## src/rtl/multicycle_ctrl_unit.sv

```systemverilog
// Multi-cycle RV32I control unit for R-type and I-type ALU instructions.
// Sequences FETCH/DECODE/EXECUTE/WRITEBACK and drops into a sticky TRAP
// on an illegal instruction or when instruction memory stops answering.
module multicycle_ctrl_unit #(
  parameter int unsigned CNT_W         = 32,
  parameter int unsigned FETCH_TIMEOUT = 15
) (
  input  logic             clk,
  input  logic             rst,
  input  logic             imemAck,
  input  logic [31:0]      instrCode,
  output logic             imemReq,
  output logic             irWe,
  output logic             pcEn,
  output logic             regFileWe,
  output logic             aluSrcB,
  output logic [3:0]       aluControl,
  output logic             trap,
  output logic [1:0]       trapCause,
  output logic [CNT_W-1:0] retiredCnt
);

  localparam int unsigned TO_W = 8;

  localparam logic [6:0] OP_R = 7'b0110011;
  localparam logic [6:0] OP_I = 7'b0010011;
  localparam logic [6:0] F7_ZERO = 7'b0000000;
  localparam logic [6:0] F7_ALT  = 7'b0100000;

  localparam logic [3:0] ALU_ADD  = 4'd0;
  localparam logic [3:0] ALU_SUB  = 4'd1;
  localparam logic [3:0] ALU_AND  = 4'd2;
  localparam logic [3:0] ALU_OR   = 4'd3;
  localparam logic [3:0] ALU_SLL  = 4'd4;
  localparam logic [3:0] ALU_SRL  = 4'd5;
  localparam logic [3:0] ALU_SRA  = 4'd6;
  localparam logic [3:0] ALU_SLT  = 4'd7;
  localparam logic [3:0] ALU_SLTU = 4'd8;
  localparam logic [3:0] ALU_XOR  = 4'd9;

  localparam logic [1:0] CAUSE_NONE    = 2'b00;
  localparam logic [1:0] CAUSE_ILLEGAL = 2'b01;
  localparam logic [1:0] CAUSE_TIMEOUT = 2'b10;

  localparam logic [TO_W-1:0] TO_LAST = TO_W'(FETCH_TIMEOUT - 1);

  typedef enum logic [2:0] {
    S_FETCH,
    S_DECODE,
    S_EXECUTE,
    S_WRITEBACK,
    S_TRAP
  } state_t;

  state_t          state;
  logic [31:0]     ir;
  logic [TO_W-1:0] to_cnt;

  logic [6:0] opcode;
  logic [2:0] funct3;
  logic [6:0] funct7;
  logic       f7_zero;
  logic       f7_alt;

  logic [3:0] dec_ctrl;
  logic       dec_srcb;
  logic       dec_illegal;

  // Register indices and low immediate bits do not steer control.
  logic unused_ir_bits;
  assign unused_ir_bits = ^{ir[24:15], ir[11:7]};

  assign opcode  = ir[6:0];
  assign funct3  = ir[14:12];
  assign funct7  = ir[31:25];
  assign f7_zero = (funct7 == F7_ZERO);
  assign f7_alt  = (funct7 == F7_ALT);

  // Instruction decode into ALU op, operand-B select and legality.
  always_comb begin
    dec_ctrl    = ALU_ADD;
    dec_srcb    = 1'b0;
    dec_illegal = 1'b0;
    if (opcode == OP_R) begin
      dec_srcb = 1'b0;
      case (funct3)
        3'b000: begin
          if (f7_zero)     dec_ctrl = ALU_ADD;
          else if (f7_alt) dec_ctrl = ALU_SUB;
          else             dec_illegal = 1'b1;
        end
        3'b001: begin dec_ctrl = ALU_SLL;  dec_illegal = !f7_zero; end
        3'b010: begin dec_ctrl = ALU_SLT;  dec_illegal = !f7_zero; end
        3'b011: begin dec_ctrl = ALU_SLTU; dec_illegal = !f7_zero; end
        3'b100: begin dec_ctrl = ALU_XOR;  dec_illegal = !f7_zero; end
        3'b101: begin
          if (f7_zero)     dec_ctrl = ALU_SRL;
          else if (f7_alt) dec_ctrl = ALU_SRA;
          else             dec_illegal = 1'b1;
        end
        3'b110: begin dec_ctrl = ALU_OR;   dec_illegal = !f7_zero; end
        default: begin dec_ctrl = ALU_AND; dec_illegal = !f7_zero; end
      endcase
    end else if (opcode == OP_I) begin
      dec_srcb = 1'b1;
      case (funct3)
        3'b000: dec_ctrl = ALU_ADD;
        3'b001: begin dec_ctrl = ALU_SLL; dec_illegal = !f7_zero; end
        3'b010: dec_ctrl = ALU_SLT;
        3'b011: dec_ctrl = ALU_SLTU;
        3'b100: dec_ctrl = ALU_XOR;
        3'b101: begin
          if (f7_zero)     dec_ctrl = ALU_SRL;
          else if (f7_alt) dec_ctrl = ALU_SRA;
          else             dec_illegal = 1'b1;
        end
        3'b110: dec_ctrl = ALU_OR;
        default: dec_ctrl = ALU_AND;
      endcase
    end else begin
      dec_illegal = 1'b1;
    end
  end

  // Strobes follow the current state; reset forces them low immediately.
  assign imemReq   = !rst && (state == S_FETCH);
  assign irWe      = !rst && (state == S_FETCH) && imemAck;
  assign pcEn      = !rst && (state == S_WRITEBACK);
  assign regFileWe = !rst && (state == S_WRITEBACK);

  // Control sequencer with registered ALU controls, trap status and retire count.
  always_ff @(posedge clk or posedge rst) begin
    if (rst) begin
      state      <= S_FETCH;
      ir         <= 32'h0;
      to_cnt     <= '0;
      aluControl <= ALU_ADD;
      aluSrcB    <= 1'b0;
      trap       <= 1'b0;
      trapCause  <= CAUSE_NONE;
      retiredCnt <= '0;
    end else begin
      case (state)
        S_FETCH: begin
          if (imemAck) begin
            ir     <= instrCode;
            to_cnt <= '0;
            state  <= S_DECODE;
          end else begin
            to_cnt <= to_cnt + TO_W'(1);
            if (to_cnt == TO_LAST) begin
              state     <= S_TRAP;
              trap      <= 1'b1;
              trapCause <= CAUSE_TIMEOUT;
            end
          end
        end
        S_DECODE: begin
          if (dec_illegal) begin
            state     <= S_TRAP;
            trap      <= 1'b1;
            trapCause <= CAUSE_ILLEGAL;
          end else begin
            aluControl <= dec_ctrl;
            aluSrcB    <= dec_srcb;
            state      <= S_EXECUTE;
          end
        end
        S_EXECUTE: begin
          state <= S_WRITEBACK;
        end
        S_WRITEBACK: begin
          retiredCnt <= retiredCnt + CNT_W'(1);
          state      <= S_FETCH;
        end
        S_TRAP: begin
          state <= S_TRAP;
        end
        default: begin
          state <= S_FETCH;
        end
      endcase
    end
  end

endmodule

```

## config.mk

```make
export PLATFORM = sky130hd
export DESIGN_NAME = multicycle_ctrl_unit
export DESIGN_NICKNAME = d
export VERILOG_FILES = /design/src/rtl/multicycle_ctrl_unit.sv
export SDC_FILE = /design/constraint.sdc
export NUM_CORES = 1
export LEC_CHECK = 0
export CAP_MARGIN = 20
export CORE_MARGIN = 1
export CORE_UTILIZATION = 55
export DETAILED_ROUTE_END_ITERATION = 12
export DONT_BUFFER_PORTS = 1
export GPL_TIMING_DRIVEN = 0
export PLACE_DENSITY = 0.84
export SLEW_MARGIN = 15
export SYNTH_ARGS = -nofsm -noshare
export SYNTH_HDL_FRONTEND = slang
export SYNTH_SLANG_ARGS = --single-unit
```

## constraint.sdc

```tcl
create_clock -name clk -period 2.3 [get_ports clk]
set_input_delay 0.23 -clock clk [delete_from_list [all_inputs] [get_ports clk]]
set_output_delay 0.23 -clock clk [all_outputs]
set_load 0.02 [all_outputs]
```

==> out/qor.csv <==
stage;metric;value;unit
drt;routed_wl;5780;um
synth;yosys_warnings;0;
die;core_area;0.00551;mm^2
cells_and_area;num-fill-cells;413;
cells_and_area;drive_above_1_share;0.159;
global_routing;grt_first_pass_wirelength;9720;um
synth;syn_inst;289;
timing;final_max_slew_viol_count;0;
drt;drc;0;
cells_and_area;stdcell_count;381;
setup_path;cp_max_fo;5;
place;dpl-instance-area;0.00329;mm^2
synth;synth_top_area_frac;0.541;
timing;max_slew_margin;0.578;
cells_and_area;final_common_cell;dfrtp_1;
timing;fin_hold_ws;26.8;ps
drt;first_pass_iters;4;
power;power_leakage;1.53;nW
clock_tree;htree_num_levels;3;
die;initial_core_util;0.572;
clock_tree;cts_root_buf;clkbuf_8;
timing;tightestPinTransition;627;ps
die;die_y;77.7;um
synth;async_flop_share;1.00;
cells_and_area;fin_nets;342;
global_routing;antenna_found_initial;0;
place;gp_congestion;0.781;
timing;setup_viol;0;
run;maxCapViolations;0;
clock_tree;path_clk_slew;70;ps
place;dpl.cell_count;363;
global_routing;grt_pass1_vias;2147;
setup_path;rrSetupSlack;110;ps
synth;yosysTopAreaCell;dfrtp_1;
timing;fin_crit_sh;0.951;
drt;wl_per_cell;15.2;um
clock_tree;post-cts-setup-buffer-count;0;
synth;ys_types;43;
setup_path;r2r-start;ir[25]$_DFFE_PP0P_;
cells_and_area;final_cell_mix;dfrtp_1, nand2_1, nor2_1;
die;ios;79;
clock_tree;cts_buffer_depth;2;
setup_path;cp-startpoint;ir[25]$_DFFE_PP0P_;
drt;drt_iter0_drc;75;
setup_path;cp-start-kind;register;
clock_tree;cts_buffers;9;
timing;rsz0062_at_grt;no;
hold_path;hp-start;instrCode[0];
place;dp_hpwl;4230;um
clock_tree;cts_tree;done;
power;ir_worst_vdd;0.000701;V
cells_and_area;fin_area;0.00354;mm^2
power;p_per_area;966;mW/mm^2
synth;synth_area_leaders;dfrtp_1, mux2_2, xnor2_1, nand2_1, nor2_1;
global_routing;grt.total_usage;0.209;
timing;min_period;2190;ps
place;portBuffers;0;
setup_path;cp-end-kind;register;
die;fp.dieW;77.7;um
drt;ant_nets;0;
setup_path;path_class;reg2reg;
synth;ys_ff_latch;68;
global_routing;grt-ovfl-total;0;
setup_path;arrival;2410;ps
timing;tns;0;ps
cells_and_area;area_growth;12.5;%
timing;fin_skew;13.0;ps
die;dieArea;0.00603;mm^2
drt;vias;2140;
die;fp-row-count;27;
outcome;outcome;finished, final reports clean;
setup_path;worst_ep_required_time;2520;ps
clock_tree;clk_latency;350;ps
timing;max_freq;457;MHz
clock_tree;cts.sinks;68;
timing;hold_viol;0;
synth;avgSynthCellArea;10.9;um^2
hold_path;min_path_type;in2reg;
synth;ys.flop_type;dfrtp_1;
global_routing;grt_max_degree;27;
synth;synth_enable_flop_cells;0;
synth;synth_nets;327;
synth;seq_area_frac_synth;0.541;
synth;syn_area;0.00315;mm^2
cells_and_area;n_antenna_cell;0;
drt;routed_via_density;5.62;
## kinds of logic (layout without fill, tap and decap cells)
family	count (synthesis)	after routing	synth area share
AND/OR/NAND/NOR	118	118	0.198
adder cells (fa/ha/maj)	3	3	0.0119
buffers and inverters	17	37	0.0227
AO/OA/AOI/OAI	26	26	0.0493
multiplexers	24	24	0.0855
flip-flops	68	68	0.541
XOR/XNOR	33	33	0.0918
## final cells by class
class,count,area (um^2),share of cell area
buffer,8,37.5,0.0106
clock buffer,11,141,0.0399
clock inverter,5,85.1,0.0240
inverter,9,37.5,0.0106
multi-input combinational,204,1380,0.388
sequential,68,1710,0.482
tap,72,90.1,0.0254
timing repair buffer,4,67.6,0.0191
## power breakdown
group,leakage [nW],internal [mW],switching [mW]
clock network,0.110,0.644,0.456
registers,0.888,1.42,0.234
logic,0.530,0.330,0.342
total,1.53,2.39,1.03
## registers in the layout (all words and copies together), names as in the netlist
register and flops:
retiredCnt 32, trap 1, trapCause 2, aluSrcB 1, to_cnt 8, aluControl 4
state 3, ir 17
## layer usage
layer | up-vias | GRT usage | part of all wire
met5 | - | 0 | 0
met3 | 11 | 0.0953 | 0.077
met1 | 1030 | 0.231 | 0.42
met4 | 0 | 0.0849 | 0.013
met2 | 64 | 0.350 | 0.49
li1 | 1035 | - | -
## path summary, 6_finish.rpt
path / to / depth (start not counted)
worst max-delay path: aluSrcB$_DFFE_PP0P_ / 5
worst min register to register: ir[0]$_DFFE_PP0P_ / 1
worst min-delay path: ir[0]$_DFFE_PP0P_ / 1
worst max register to register: aluSrcB$_DFFE_PP0P_ / 5
max in group asynchronous: aluControl[1]$_DFFE_PP0P_ / 3
min in group asynchronous: retiredCnt[18]$_DFFE_PP0N_ / 2
## Yosys cell counts (all sizes together) (2+ instances only)
master and n:
a21oi 7, a31oi 2, and2 2, buf 4, clkbuf 4, dfrtp 68
ha 3, inv 9, mux2 23, nand2 33, nand3 9, nand4 12
nor2 31, nor2b 3, nor3 8, nor4 4, nor4b 2, o21ai 10
or3 4, or4 4, xnor2 21, xor2 12
## through the flow
stage                     setup slack [ps]  power (mW)   util
after CTS                             28.7        3.45  0.642
after global placement               -28.5        2.29  0.589
final                                  113        3.42  0.643
after floorplan                        305        2.18      -
after global routing                  18.8        3.60  0.643
after detailed placement              29.4        2.35  0.597
## critical path, cell delays in order (launching register included)
cell,delay (ps)
dfrtp_1,380
or4_4,560
nor3_4,220
nor2_2,100
nor4b_4,440
mux2_1,370
## timing repair
item                                   in CTS  in global routing
setup endpoints to repair                   0                  4
hold buffers                                2                  0
resized for setup                           0                  4
endpoints found under the hold margin      19                  0
Note: power is estimated with default switching activity, not from simulation.
